**src/rtl/pipelined_adder_pkg.sv**
```systemverilog
// Shared types and elaboration helpers for the carry-pipelined adder.
package adder_pkg;

  typedef enum logic {
    OP_ADD = 1'b0,
    OP_SUB = 1'b1
  } op_e;

  // Bits resolved per pipeline stage.
  function automatic int unsigned chunk_width(input int unsigned width,
                                              input int unsigned stages);
    return width / stages;
  endfunction

  // Legal geometry: at least one stage, no more stages than bits, even split.
  function automatic bit cfg_ok(input int unsigned width, input int unsigned stages);
    return (stages >= 1) && (stages <= width) && ((width % stages) == 0);
  endfunction

endpackage

```
**src/rtl/pipelined_adder_if.sv**
```systemverilog
// Valid/ready operand and result bus of the pipelined adder.
interface pipelined_adder_if #(
  parameter int unsigned WIDTH = 16
);
  logic             in_valid;
  logic             in_ready;
  logic [WIDTH-1:0] a;
  logic [WIDTH-1:0] b;
  logic             c_in;
  logic             sub;
  logic             out_valid;
  logic             out_ready;
  logic [WIDTH-1:0] sum;
  logic             c_out;
  logic             overflow;

  modport master (
    output in_valid, a, b, c_in, sub, out_ready,
    input  in_ready, out_valid, sum, c_out, overflow
  );

  modport slave (
    input  in_valid, a, b, c_in, sub, out_ready,
    output in_ready, out_valid, sum, c_out, overflow
  );
endinterface

```
**src/rtl/pipelined_adder_slice.sv**
```systemverilog
// Combinational W-bit ripple-carry slice built from single-bit full adders.
module adder_slice #(
  parameter int unsigned W = 4
) (
  input  logic [W-1:0] a,
  input  logic [W-1:0] b,
  input  logic         cin,
  output logic [W-1:0] sum,
  output logic         cout,
  output logic         cmsb
);

  logic [W:0] c;

  assign c[0] = cin;

  // One full adder per bit, carry rippling upward.
  for (genvar i = 0; i < W; i++) begin : g_fa
    assign sum[i]   = a[i] ^ b[i] ^ c[i];
    assign c[i + 1] = (a[i] & b[i]) | (c[i] & (a[i] ^ b[i]));
  end

  assign cout = c[W];
  assign cmsb = c[W-1];

endmodule

```
**src/rtl/pipelined_adder.sv**
```systemverilog
// WIDTH-bit add/subtract, carry-pipelined over STAGES register stages with valid/ready.
module pipelined_adder
  import adder_pkg::*;
#(
  parameter int unsigned WIDTH  = 16,
  parameter int unsigned STAGES = 4
) (
  input  logic              clk,
  input  logic              rst,
  pipelined_adder_if.slave  bus
);

  localparam int unsigned CHUNK = chunk_width(WIDTH, STAGES);

  if (!cfg_ok(WIDTH, STAGES)) begin : g_cfg_err
    $error("pipelined_adder: WIDTH must be a multiple of STAGES and 1 <= STAGES <= WIDTH");
  end

  op_e  op;
  logic advance;
  logic accept;

  // Stage registers: w_q holds finished low sum bits plus still-unprocessed bits of a,
  // b_q carries the (possibly inverted) b operand forward with its op.
  logic             vld_q [STAGES];
  logic             cy_q  [STAGES];
  logic [WIDTH-1:0] w_q   [STAGES];
  logic [WIDTH-1:0] b_q   [STAGES];
  logic             cmsb_q;

  logic             vld_in [STAGES];
  logic             cin_in [STAGES];
  logic [WIDTH-1:0] w_in   [STAGES];
  logic [WIDTH-1:0] b_in   [STAGES];
  logic [WIDTH-1:0] w_nxt  [STAGES];
  logic [CHUNK-1:0] s_c    [STAGES];
  logic             co_c   [STAGES];
  logic             cm_c   [STAGES];

  assign op           = op_e'(bus.sub);
  assign advance      = !vld_q[STAGES-1] || bus.out_ready;
  assign bus.in_ready = advance && !rst;
  assign accept       = bus.in_valid && bus.in_ready;

  // Stage inputs: stage 0 from the bus, later stages from the previous register.
  always_comb begin
    vld_in[0] = accept;
    cin_in[0] = (op == OP_SUB) ? 1'b1 : bus.c_in;
    w_in[0]   = bus.a;
    b_in[0]   = (op == OP_SUB) ? ~bus.b : bus.b;
    for (int k = 1; k < STAGES; k++) begin
      vld_in[k] = vld_q[k-1];
      cin_in[k] = cy_q[k-1];
      w_in[k]   = w_q[k-1];
      b_in[k]   = b_q[k-1];
    end
  end

  // One ripple slice per stage on that stage's chunk.
  for (genvar k = 0; k < STAGES; k++) begin : g_stage
    adder_slice #(.W(CHUNK)) u_slice (
      .a    (w_in[k][k*CHUNK +: CHUNK]),
      .b    (b_in[k][k*CHUNK +: CHUNK]),
      .cin  (cin_in[k]),
      .sum  (s_c[k]),
      .cout (co_c[k]),
      .cmsb (cm_c[k])
    );
  end

  // Splice each stage's chunk result into its word; other bits pass unchanged.
  always_comb begin
    for (int k = 0; k < STAGES; k++) begin
      w_nxt[k] = w_in[k];
      w_nxt[k][k*CHUNK +: CHUNK] = s_c[k];
    end
  end

  // Pipeline registers: clear on reset, shift together on advance, otherwise hold.
  always_ff @(posedge clk) begin
    if (rst) begin
      for (int k = 0; k < STAGES; k++) begin
        vld_q[k] <= 1'b0;
        cy_q[k]  <= 1'b0;
        w_q[k]   <= '0;
        b_q[k]   <= '0;
      end
      cmsb_q <= 1'b0;
    end else if (advance) begin
      for (int k = 0; k < STAGES; k++) begin
        vld_q[k] <= vld_in[k];
        cy_q[k]  <= co_c[k];
        w_q[k]   <= w_nxt[k];
        b_q[k]   <= b_in[k];
      end
      cmsb_q <= cm_c[STAGES-1];
    end
  end

  assign bus.out_valid = vld_q[STAGES-1];
  assign bus.sum       = w_q[STAGES-1];
  assign bus.c_out     = cy_q[STAGES-1];
  assign bus.overflow  = cy_q[STAGES-1] ^ cmsb_q;

endmodule

```
**src/flat_wrapper.sv**
```systemverilog
// flat-port wrapper written by rule: the top's interface ports become plain ports
module pipelined_adder_flat import adder_pkg::*;
#(
  parameter int unsigned WIDTH  = 16,
  parameter int unsigned STAGES = 4
)
  (clk, rst, bus_in_valid, bus_a, bus_b, bus_c_in, bus_sub, bus_out_ready, bus_in_ready, bus_out_valid, bus_sum, bus_c_out, bus_overflow);
  pipelined_adder_if #(.WIDTH(WIDTH)) bus_i ();
  input  logic clk;
  input  logic rst;
  input wire logic [$bits(bus_i.in_valid)-1:0] bus_in_valid;
  input wire logic [$bits(bus_i.a)-1:0] bus_a;
  input wire logic [$bits(bus_i.b)-1:0] bus_b;
  input wire logic [$bits(bus_i.c_in)-1:0] bus_c_in;
  input wire logic [$bits(bus_i.sub)-1:0] bus_sub;
  input wire logic [$bits(bus_i.out_ready)-1:0] bus_out_ready;
  output wire logic [$bits(bus_i.in_ready)-1:0] bus_in_ready;
  output wire logic [$bits(bus_i.out_valid)-1:0] bus_out_valid;
  output wire logic [$bits(bus_i.sum)-1:0] bus_sum;
  output wire logic [$bits(bus_i.c_out)-1:0] bus_c_out;
  output wire logic [$bits(bus_i.overflow)-1:0] bus_overflow;
  assign bus_i.in_valid = bus_in_valid;
  assign bus_i.a = bus_a;
  assign bus_i.b = bus_b;
  assign bus_i.c_in = bus_c_in;
  assign bus_i.sub = bus_sub;
  assign bus_i.out_ready = bus_out_ready;
  assign bus_in_ready = bus_i.in_ready;
  assign bus_out_valid = bus_i.out_valid;
  assign bus_sum = bus_i.sum;
  assign bus_c_out = bus_i.c_out;
  assign bus_overflow = bus_i.overflow;
  pipelined_adder #(.WIDTH(WIDTH), .STAGES(STAGES)) u_core (.clk(clk), .rst(rst), .bus(bus_i));
endmodule
```
**config.mk**
```make
export PLATFORM = sky130hd
export DESIGN_NAME = pipelined_adder_flat
export DESIGN_NICKNAME = d
export VERILOG_FILES = /design/src/rtl/pipelined_adder_pkg.sv /design/src/rtl/pipelined_adder_if.sv /design/src/rtl/pipelined_adder_slice.sv /design/src/rtl/pipelined_adder.sv /design/src/flat_wrapper.sv
export SDC_FILE = /design/constraint.sdc
export NUM_CORES = 1
export LEC_CHECK = 0
export ABC_CLOCK_PERIOD_IN_PS = 3250
export BUFFER_PORTS_ARGS = -buffer_cell sky130_fd_sc_hd__buf_2
export CORE_MARGIN = 10
export CORE_UTILIZATION = 40
export DETAILED_ROUTE_END_ITERATION = 8
export SYNTH_ARGS = -nofsm -noshare
export SYNTH_HDL_FRONTEND = slang
export SYNTH_SLANG_ARGS = --single-unit
```
**constraint.sdc**
```tcl
create_clock -name clk -period 3.25 [get_ports clk]
set_input_delay 0.325 -clock clk [delete_from_list [all_inputs] [get_ports clk]]
set_output_delay 0.325 -clock clk [all_outputs]
set_load 0.02 [all_outputs]
```
==> results.toml <==
[hold_path]
min-delay-path-class = "in2reg"

[clock_tree]
number_of_buffers_added_by_the_clock_tree_synthesis_step = 9
cts_hold_repair.buffers = 0
htree_num_levels = 3
clock_tree.buffer_depth = 2
clkSinkCount = 97
clock_insertion_delay_worst_skew_ns = 0.36
clk_pin_slew_worst_paths_ns = 0.09
tritoncts = "done"
setup_fix_bufs_post_cts = 0
clock_tree.root_cell = "clkbuf_8"
cts_resized = 0

[flow_run]
maxCapViolCount = 0

[floorplan]
dieArea_mm2 = 0.0157
die_width_um = 125
design.portCount = 58
core_region_area_mm2 = 0.0108
die_height_um = 125
placementRows = 38
initial_utilization = 0.410

[setup_path]
cp-startpoint = "u_core.w_q[1][8]"
worstSetupPathType = "reg2reg"
rr_worst_depth = 8
critical_path_peak_fanout = 1
timing.critical_path.to = "u_core.w_q[2][11]"
arrival_ns = 2.53
critical_path.reg2reg.endpoint = "u_core.w_q[2][11]"
worst_setup_path_end_kind = "flip-flop"
setup.reg_to_reg.worst_slack_ns = 0.92
cp_data_required_time_ns = 3.46
rr_startpoint = "u_core.w_q[1][8]"
worst_setup_path_start_kind = "flip-flop"

[synth]
synth_area_leader_cell = "edfxtp_1"
postSynthNetCount = 334
syn-instance-count = 280
seq_area_frac_synth = 0.653
synth-seq-cells = 97
synthesis.area_mm2 = 0.00445
synth.lib_cells_used.distinct = 22
most_area_consuming_cells_after_synthesis = "edfxtp_1 65%, nor3b_1 12%, fa_1 7.2%"
post-synth-top-area-fraction = 0.648
syn_avg_cell_area_um2 = 15.9
yosys_warnings = 0

[timing]
worst_clock_skew_ns = 0.00782
worst-slew-pin-transition_ns = 1.09
rsz0062_at_grt = "false"
finalSetupTns_ns = 0
worst_slew_margin_rel = 0.275
final-max-slew-violation-count = 0
setup_viol = 0
final-hold-violation-count = 0
clock.fmax_ghz = 0.430
finalCriticalPeriod_ns = 2.33
finalCritPeriodShare = 0.716

[finish]
final_layout_size_suffix_gt1_frac = 0.258
antennaDiodeCount = 0
areaGrowthSynthToFinish_pct = 11.2
final_design_area_no_fill_mm2 = 0.00494
design.final.nets = 382

[run_status]
outcome = "finished clean"

[global_routing]
grt_overflow = 0
pin_count_of_the_biggest_net_entering_global_routing = 99
grt_antenna_before_repair = 0
globalRouteTotalUtil = 0.0955
first_global_vias = 2467
grt_first_pass_wirelength_mm = 12.2

[route]
dr_total_vias = 2264
remaining_drc_errors = 0
antenna_left = 0
first_drt_pass_iteration_count = 4
drt_iter0_markers = 120
wl_mm = 7.25
wire_per_inst_um = 15.3
vias_per_cell = 4.79

[place]
dpl.hpwl_mm = 4.15
buffer_ports.inserted = 57
placed_cell_area_mm2 = 0.00476
globalplace.congestion = 0.715

[pwr]
power_density_mw_per_mm2 = 502
static-leakage-power_nw = 1.91
vdd.ir_drop.worst_v = 0.000191
## stage by stage
| stage | total power [mW] | cells | setup slack, ns | util | hold slack [ns] |
|---|---|---|---|---|---|
| after floorplan | 1.70 | 280 | 0.567 | - | 0.484 |
| after global placement | 1.75 | 457 | 0.607 | 0.439 | 0.502 |
| after detailed placement | 1.76 | 457 | 0.563 | 0.439 | 0.532 |
| after CTS | 2.51 | 473 | 0.883 | 0.456 | 0.302 |
| after global routing | 2.58 | 473 | 0.746 | 0.456 | 0.322 |
| final | 2.48 | 473 | 0.924 | 0.456 | 0.307 |
## layer usage
metal	wire length, µm	vias to the layer above	global-route usage	share of wire
li1	-	1090	-	-
met1	3340	1118	0.117	0.46
met2	3460	49	0.147	0.48
met3	337	7	0.0228	0.047
met4	115	0	0.0637	0.016
met5	0	-	0	0
## layout by cell type, fill, tap and decap left out, drive strengths merged
master / instances
bufinv: 1
inv: 24
nand4bb: 1
dfxtp: 1
clkbuf: 12
o31ai: 1
clkinv: 3
nor2b: 1
nor3b: 73
or2: 1
nor3: 23
xor2: 4
nand2b: 1
nor2: 1
buf: 61
xnor2: 13
edfxtp: 96
fa: 16
## sequential cells by signal (all words and copies together) (netlist names)
signal and flops:
u_core.b_q 24, u_core.cmsb_q 1, u_core.cy_q 4, u_core.vld_q 4, u_core.w_q 64
## where the power goes
part,switching [mW],internal [mW]
registers,0.0211,1.47
clock network,0.398,0.353
logic,0.124,0.114
total,0.543,1.94
## area by class of cell
class	count	area (µm²)
flip-flops and latches	97	2900
clock inverters	4	45.0
well taps	140	175
inverters	24	90.1
fillers	987	5900
multi-input cells	135	1250
clock buffers	12	135
repair buffers	61	343
## kinds of logic after synthesis
logic type / Yosys count / share of synthesized area
and+or+nand+nor: 101 / 0.173
buffers and inverters: 48 / 0.0670
AOI/OAI and AO/OA: 1 / 0.00169
DFF: 97 / 0.653
adders and majority gates: 16 / 0.0721
xor gates and xnor gates: 17 / 0.0335
## how the worst min path moves through the flow
stage / from / endpoint / slack, ns / cells past startpoint
2_1_floorplan: u_core.cmsb_q / u_core.cmsb_q / 0.48 / 2
3_3_place_gp: u_core.cmsb_q / u_core.cmsb_q / 0.50 / 2
3_5_place_dp: u_core.cmsb_q / u_core.cmsb_q / 0.53 / 2
4_1_cts: bus_a[9] / u_core.w_q[0][9] / 0.30 / 2
5_1_grt: bus_a[12] / u_core.w_q[0][12] / 0.32 / 2
6_report: bus_out_ready / u_core.cmsb_q / 0.31 / 3
## synthesized netlist by cell type, drive strengths merged
library cell and n:
buf 24, dfxtp 1, edfxtp 96, fa 16
inv 24, nand2b 1, nand4bb 1, nor2 1
nor2b 1, nor3 23, nor3b 73, o31ai 1
or2 1, xnor2 13, xor2 4
## worst max-delay path: stages (launching register included)
cell      delay [ns]
edfxtp_1        0.41
fa_1            0.42
inv_1           0.08
fa_1            0.16
inv_1           0.05
fa_1            0.37
inv_1           0.09
fa_1            0.42
nor3_2          0.16
Note: power is estimated with default switching activity, not from simulation.
